<file path="src/rtl/lsu_pkg.sv">
// Shared types and codes for the load/store unit and its alignment helper.
package lsu_pkg;

  typedef enum logic [1:0] {
    IDLE = 2'd0,
    REQ  = 2'd1,
    RESP = 2'd2,
    DONE = 2'd3
  } state_t;

  localparam logic [1:0] W_B = 2'd0;
  localparam logic [1:0] W_H = 2'd1;
  localparam logic [1:0] W_W = 2'd2;
  localparam logic [1:0] W_D = 2'd3;

  localparam logic [1:0] F_NONE  = 2'd0;
  localparam logic [1:0] F_MISAL = 2'd1;
  localparam logic [1:0] F_BUS   = 2'd2;
  localparam logic [1:0] F_ILL   = 2'd3;

endpackage

</file>
<file path="src/rtl/lsu_align.sv">
// Combinational lane logic: alignment check, byte enables, store replication,
// load extract and sign/zero extension.
module lsu_align
  import lsu_pkg::*;
#(
  parameter int XLEN = 32
) (
  input  logic [1:0]        width,
  input  logic [2:0]        low3,
  input  logic              uns,
  input  logic [XLEN-1:0]   sdata,
  input  logic [XLEN-1:0]   rdata,
  output logic              misal,
  output logic              ill,
  output logic [XLEN/8-1:0] be,
  output logic [XLEN-1:0]   wdata,
  output logic [XLEN-1:0]   ldata
);

  localparam int NB = XLEN / 8;
  localparam int OW = $clog2(NB);

  logic [OW-1:0]   off;
  logic [NB-1:0]   mask;
  logic [XLEN-1:0] shifted;
  logic [XLEN-1:0] keep;
  logic            sign;

  assign off = low3[OW-1:0];
  assign ill = (width == W_D) && (XLEN == 32);

  always_comb begin
    mask    = '1;
    keep    = '1;
    sign    = 1'b0;
    misal   = 1'b0;
    wdata   = sdata;
    shifted = rdata >> {off, 3'b000};
    case (width)
      W_B: begin
        mask  = NB'(1);
        keep  = XLEN'(8'hFF);
        sign  = shifted[7];
        wdata = {NB{sdata[7:0]}};
      end
      W_H: begin
        mask  = NB'(3);
        keep  = XLEN'(16'hFFFF);
        sign  = shifted[15];
        misal = low3[0];
        wdata = {(XLEN/16){sdata[15:0]}};
      end
      W_W: begin
        mask  = NB'(15);
        keep  = XLEN'(32'hFFFF_FFFF);
        sign  = shifted[31];
        misal = |low3[1:0];
        wdata = {(XLEN/32){sdata[31:0]}};
      end
      default: begin
        sign  = shifted[XLEN-1];
        misal = |low3;
      end
    endcase
    be    = mask << off;
    // Extension fills every bit above the access width with the sign bit.
    ldata = (shifted & keep) | ((sign && !uns) ? ~keep : '0);
  end

endmodule

</file>
<file path="src/rtl/lsu_bus.sv">
// Multi-cycle load/store unit: request/response bus FSM with timeout,
// stalling the core while an access is outstanding.
module lsu_bus
  import lsu_pkg::*;
#(
  parameter int XLEN    = 32,
  parameter int AW      = 32,
  parameter int TIMEOUT = 255
) (
  input  logic              clk,
  input  logic              rst,
  input  logic              i_Load_1,
  input  logic              i_Store_1,
  input  logic              i_LoadUnsigned_1,
  input  logic [1:0]        i_LoadStoreWidth_2,
  input  logic [AW-1:0]     i_Addr_32,
  input  logic [XLEN-1:0]   i_StoreData_32,
  output logic              o_Stall_1,
  output logic              o_Done_1,
  output logic [1:0]        o_Fault_2,
  output logic [XLEN-1:0]   o_LoadData_32,
  output logic              o_BusReq_1,
  input  logic              i_BusGnt_1,
  output logic [AW-1:0]     o_BusAddr_32,
  output logic              o_BusWe_1,
  output logic [XLEN/8-1:0] o_BusBe_8,
  output logic [XLEN-1:0]   o_BusWdata_32,
  input  logic              i_BusRvalid_1,
  input  logic [XLEN-1:0]   i_BusRdata_32,
  input  logic              i_BusErr_1
);

  localparam int NB = XLEN / 8;
  localparam int CW = $clog2(TIMEOUT) + 1;

  state_t          state, next;
  logic [CW-1:0]   cnt;
  logic [1:0]      width_q;
  logic [2:0]      off_q;
  logic            uns_q;
  logic [1:0]      fault_q;
  logic [XLEN-1:0] ldata_q;

  logic            req_in, tmo, ill, a_ill, a_misal;
  logic [1:0]      a_width;
  logic [2:0]      a_low3;
  logic [NB-1:0]   a_be;
  logic [XLEN-1:0] a_wdata, a_ldata;

  assign req_in = i_Load_1 | i_Store_1;
  assign tmo    = (cnt == CW'(TIMEOUT - 1));
  assign ill    = (i_Load_1 & i_Store_1) | a_ill;

  // Live core controls drive the checker in IDLE; latched ones drive the load extract.
  assign a_width = (state == IDLE) ? i_LoadStoreWidth_2 : width_q;
  assign a_low3  = (state == IDLE) ? i_Addr_32[2:0] : off_q;

  lsu_align #(.XLEN(XLEN)) u_align (
    .width (a_width),
    .low3  (a_low3),
    .uns   (uns_q),
    .sdata (i_StoreData_32),
    .rdata (i_BusRdata_32),
    .misal (a_misal),
    .ill   (a_ill),
    .be    (a_be),
    .wdata (a_wdata),
    .ldata (a_ldata)
  );

  always_comb begin
    next = state;
    case (state)
      IDLE: if (req_in) next = (ill || a_misal) ? DONE : REQ;
      REQ: begin
        if (tmo)             next = DONE;
        else if (i_BusGnt_1) next = RESP;
      end
      RESP: if (i_BusRvalid_1 || tmo) next = DONE;
      default: next = IDLE;
    endcase
  end

  always_ff @(posedge clk or posedge rst) begin
    if (rst) begin
      state         <= IDLE;
      cnt           <= '0;
      width_q       <= '0;
      off_q         <= '0;
      uns_q         <= 1'b0;
      fault_q       <= F_NONE;
      ldata_q       <= '0;
      o_BusAddr_32  <= '0;
      o_BusWe_1     <= 1'b0;
      o_BusBe_8     <= '0;
      o_BusWdata_32 <= '0;
    end else begin
      state <= next;
      case (state)
        IDLE: begin
          if (req_in) begin
            ldata_q <= '0;
            fault_q <= ill ? F_ILL : (a_misal ? F_MISAL : F_NONE);
            if (!ill && !a_misal) begin
              o_BusAddr_32  <= i_Addr_32 & ~AW'(NB - 1);
              o_BusWe_1     <= i_Store_1;
              o_BusBe_8     <= a_be;
              o_BusWdata_32 <= a_wdata;
              width_q       <= i_LoadStoreWidth_2;
              off_q         <= i_Addr_32[2:0];
              uns_q         <= i_LoadUnsigned_1;
              cnt           <= '0;
            end
          end
        end
        REQ: begin
          cnt <= cnt + 1'b1;
          if (tmo) fault_q <= F_BUS;
        end
        RESP: begin
          cnt <= cnt + 1'b1;
          if (i_BusRvalid_1) begin
            if (i_BusErr_1)     fault_q <= F_BUS;
            else if (!o_BusWe_1) ldata_q <= a_ldata;
          end else if (tmo) begin
            fault_q <= F_BUS;
          end
        end
        default: ;
      endcase
    end
  end

  assign o_Done_1      = (state == DONE);
  assign o_BusReq_1    = (state == REQ);
  assign o_Fault_2     = fault_q;
  assign o_LoadData_32 = ldata_q;
  assign o_Stall_1     = !rst && ((state == REQ) || (state == RESP) ||
                                  ((state == IDLE) && req_in));

endmodule

</file>
<file path="config.mk">
export PLATFORM = sky130hd
export DESIGN_NAME = lsu_bus
export DESIGN_NICKNAME = d
export VERILOG_FILES = /design/src/rtl/lsu_pkg.sv /design/src/rtl/lsu_align.sv /design/src/rtl/lsu_bus.sv
export SDC_FILE = /design/constraint.sdc
export NUM_CORES = 1
export LEC_CHECK = 0
export CAP_MARGIN = 0
export CORE_MARGIN = 2
export CORE_UTILIZATION = 49
export CTS_CLUSTER_SIZE = 25
export DETAILED_ROUTE_END_ITERATION = 10
export GPL_ROUTABILITY_DRIVEN = 0
export PLACE_DENSITY = 0.91
export SETUP_SLACK_MARGIN = 0.02
export SLEW_MARGIN = 20
export SYNTH_ARGS = -nofsm -noshare
export SYNTH_HDL_FRONTEND = slang
export SYNTH_SLANG_ARGS = --single-unit
export TNS_END_PERCENT = 5
</file>
<file path="constraint.sdc">
create_clock -name clk -period 7.5 [get_ports clk]
set_clock_uncertainty 0.05 [all_clocks]
set_input_delay 1.125 -clock clk [delete_from_list [all_inputs] [get_ports clk]]
set_output_delay 1.125 -clock clk [all_outputs]
set_load 0.02 [all_outputs]
</file>
# After elaboration in Yosys (flattened, before gate mapping)
# Index checks and enable logic that the tools add are counted.
# word_totals
register_bits,118
in_bits,106
output_inout_bits,106
word_cells,89
# op_classes
addsub,1
eq_ne,15
shifts,2
muxes,29
bitwise,6
n_reduce_logical,25
# ops
cell,n
$pmux 32 s2,3
$mux 32,5
$and 32x32->32,1
$not 32->32,1
$or 32x32->32,1
$shr 32x5->32,1
$mux 2,11
$mux 9,2
$pmux 9 s2,1
$pmux 2 s3,2
$reduce_and 3->1,4
$ne 2x2->1 const B,5
$add 9x1->9 const B,1
$eq 9x8->1 const B,1
$eq 2x2->1 const B,4
$pmux 4 s2,1
$reduce_and 5->1,1
$eq 2x1->1 const B,2
$logic_and 1x1->1,4
$logic_not 1->1,4
$logic_not 2->1,2
$logic_or 1x1->1,4
$reduce_bool 2->1,2
$reduce_or 2->1,2
other kinds (12),13

# Logic depth before layout (Yosys ltp)
# depth
ltp_word,11
ltp_mapped,10
mapped_depth_nobuf,7

# By module
# From an unflattened synthesis, not the netlist that was laid out.
# unflattened
cells_unflattened,586
area_unflattened_um2,6486.2
# by_module_without_submodules
module,instances,cells_each,area_per_inst_um2,seq_area_each_um2
lsu_bus,1,400,5139.9,2927.8
lsu_align,1,186,1346.3,0.0

# Least setup slack after synthesis
# No wires, ideal clock.
# synth_path
kind,in2out
from,in i_Store_1
to,out o_Stall_1
arrival_time_ps,1566
t_required_ps,6325
slack_ps,4759
path_stages,2
path_buffers,0
path_cell_list,o21ai_0 -> a21oi_1
# synth_between
elab_chain_cells,4
# synth_rtl
item,line_no,rtl
"start, declared",lsu_bus.sv:13,"input logic i_Store_1,"
$or 1x1->1,lsu_bus.sv:50,assign req_in = i_Load_1 | i_Store_1;
$logic_and 1x1->1,lsu_bus.sv:139,((state == IDLE) && req_in));
$logic_or 1x1->1,lsu_bus.sv:138,assign o_Stall_1 = !rst && ((state == REQ) || (state == RESP) ||
$logic_and 1x1->1,lsu_bus.sv:138,
"end, declared",lsu_bus.sv:18,"output logic o_Stall_1,"
# Every way passes these cells.

# Worst setup path after layout
# layout_path
from,reg state[1]
to,out o_Stall_1
# layout_between
elab_chain_cells,4
word_cells_on_any_way,7
cone_classes,eq/ne (2); reduce/logical (5)
# layout_rtl
item,line_no,rtl
"start, declared",lsu_bus.sv:36,"state_t state, next;"
"start signal, assigned",lsu_bus.sv:98,state <= next;
"$eq 2x1->1, or another cell as far along",lsu_bus.sv:138,
$logic_or 1x1->1 or $logic_and 1x1->1 (tied branches),"lsu_bus.sv:138, lsu_bus.sv:139",
$logic_or 1x1->1 *,lsu_bus.sv:138,
$logic_and 1x1->1 *,lsu_bus.sv:138,
# Mark *: on every way between the ends. The rest lies on a longest branch, timed or not.

==> impl_metrics.tcl <==
set metrics [dict create \
    avgSynthCellArea_um2 8.97 \
    multiInputGateArea_um2 2680 \
    area_growth_pct 47.5 \
    clock_sinks 117 \
    cts_hold_buf 0 \
    fmax_mhz 254 \
    io_pins 212 \
    arrival_ns 2.76 \
    cts_resized 0 \
    met1_usage_pct 37.8 \
    leakagePower_nw 3.84 \
    antenna_found_initial 0 \
    root_buffer "clkbuf_16" \
    peakVddDrop_mv 0.270 \
    rows 39 \
    pwr_density_cell_nw_per_um2 482 \
    hold_viol 0 \
    drv_cap 0 \
    holdCritStartpoint "o_BusWdata_32[5]$_DFFE_PP0P_" \
    worstRegToRegCells 8 \
    cts_tree "done" \
    cp_slowest_cell "ha_1" \
    post-place-ws_ns 3.42 \
    startpoint "state[1]$_DFFE_PP0P_" \
    grt_pass1_wl_um 29200 \
    start_util_pct 50.4 \
    yosysTopAreaCellShare_pct 50.4 \
    cts_max_level 4 \
    post_cts_buffers 0 \
    wl_um 18500 \
    final_antenna_net_count 0 \
    fin_crit_sh_pct 52.5 \
    rsz0062_at_grt "no" \
    cp_max_fo 19 \
    dieWidth_um 113 \
    worstHoldEndpoint "o_BusWdata_32[5]$_DFFE_PP0P_" \
    cp-start-kind "flip-flop" \
    yosys_warnings 0 \
    setup_ws_ns 3.56 \
    cts.path.max_buffers 2 \
    grt_use_total_pct 29.6 \
    grt_use_met3_pct 8.03 \
    fin_nets 954 \
    synth.area.top_cells "dfrtp_1 50%, nand2_1 15%, mux2i_1 4.0%" \
    path_class "flip-flop to output port" \
    worstPathRequired_ns 6.32 \
    place_hpwl_um 12900 \
    insertion_delay_ns 0.42 \
    synthCells 648 \
    diodes 0 \
    synth_flop_cell "dfrtp_1" \
    coreArea_um2 11500 \
    final-seq-area_um2 2930 \
    rr_endpoint "o_BusWdata_32[15]$_DFFE_PP0P_" \
    drt-wirelength-per-cell_um 18.6 \
    period_needed_ns 3.94 \
    grt_use_met2_pct 47.9 \
    synth.top_cells.by_count "239 x nand2_1, 117 x dfrtp_1, 30 x o21ai_0, 26 x a21oi_1, 23 x mux2i_1" \
    fillers 792 \
    synth_seq_cells 117 \
    tns_ns 0 \
    cp-end-kind "output port" \
    violations "design-rule violations" \
    synth_most_common_cell "nand2_1" \
    grt_start_max_net_pins 66 \
    finalSetupViolCount 0 \
    vias 5769 \
    drcViolationCount 20 \
    dieHeight_um 113 \
    outcome "finished, violations left" \
    hold_class "flip-flop to flip-flop" \
    path_cells "inv_1 > ha_1 > o21ai_0 > a21oi_1 > clkdlybuf4s50_1" \
    r2r_start "state[1]$_DFFE_PP0P_" \
    drive_gt1_share_pct 6.68 \
    synth_top_cell_by_area "dfrtp_1" \
    async_flop_share_pct 100 \
    synth_cell_types 54 \
    synth.yosys.seq_area_share_pct 50.4 \
    hold_path_depth 2 \
    path_clk_slew_ns 0.05 \
    drtIter0Drc 606 \
    slew_violations 0 \
    grt_pass1_vias 5691 \
    via_per_inst 5.79 \
    die_area_um2 12700 \
    dr.pass1.iters 8 \
    top_usage_layer "met2" \
    crit_path_max_incr_delay_ns 0.80 \
    overflow 0 \
    synth_area_um2 5810 \
    io_buffers 209 \
    reg2reg_slack_ns 3.62 \
    slew-limit-headroom_pct 32.6 \
    worst_pin_slew_ns 0.990 \
    synth-edff-count 0 \
    cts_inserted_buffers 17 \
]
[cell families after synthesis]
kind of cell | count (synthesis) | synth area share, %
fa+ha+maj | 6 | 1.29
compound gates | 145 | 16.4
other cells | 1 | 0.0646
simple gates | 299 | 21.3
mux | 32 | 6.38
flops | 117 | 50.4
xor+xnor | 1 | 0.151
buf+inv | 47 | 3.96
[area by class of cell]
class | count | share of cell area (%)
multi-input cells | 485 | 31.3
flip-flops and latches | 117 | 34.2
clock buffers | 19 | 5.17
clock inverters | 11 | 2.13
inverters | 7 | 0.336
repair buffers | 214 | 24.9
well taps | 143 | 2.09
[worst max-delay path by stage]
stage | endpoint | slack [ns] | cells after the start
2_1_floorplan | cnt[0]$_DFFE_PP0P_ | 3.22 | 1
3_3_place_gp | o_BusWdata_32[30]$_DFFE_PP0P_ | 3.50 | 6
3_5_place_dp | o_BusWdata_32[30]$_DFFE_PP0P_ | 3.42 | 6
4_1_cts | o_Stall_1 | 3.53 | 5
5_1_grt | o_BusWdata_32[15]$_DFFE_PP0P_ | 3.30 | 8
6_report | o_Stall_1 | 3.56 | 5
[through the flow]
stage	cells	util (%)	hold slack (ns)	area [µm²]	power (W)
6_report	996	74.4	0.422	8570	0.00413
5_1_grt	996	74.4	0.451	8570	0.00438
4_1_cts	996	74.4	0.426	8570	0.00413
3_5_place_dp	966	69.0	0.415	7940	0.00324
3_3_place_gp	966	69.0	0.406	7940	0.00318
2_1_floorplan	649	-	0.397	5810	0.00240
[layout by cell type, fill, tap and decap left out, drive strengths merged, types with 11 or more instances in the layout]
master / n
nor2: 18
clkbuf: 19
a21oi: 27
mux2i: 28
nand3: 17
o211ai: 11
nand2: 240
o21ai: 47
clkdlybuf4s50: 209
dfrtp: 117
[worst max-delay path, delay by kind of cell, from the launching register on]
family / cells / cell delay, ns
buf+inv: 2 / 0.72
compound gates: 2 / 0.41
flops: 1 / 0.42
fa+ha+maj: 1 / 0.80
[state kept, by name, summed over array words and instances (netlist names), 2 cells and up]
name / flops
width_q: 2
o_BusBe_8: 4
state: 2
o_BusWdata_32: 32
off_q: 2
o_LoadData_32: 32
o_BusAddr_32: 30
cnt: 9
o_Fault_2: 2
[routing by layer]
metal  part of all wire, %  vias up
met5                     0        -
met4                   3.5        0
met3                   9.2       51
met2                    48      311
met1                    39     2782
li1                      -     2625
[power by group]
| part | total, W | switching (W) | internal [W] |
|---|---|---|---|
| clock | 0.000866 | 0.000277 | 0.000590 |
| combinational | 0.00218 | 0.00129 | 0.000886 |
| sequential | 0.00108 | 0.000175 | 0.000907 |
(Power assumes the default switching activity.)
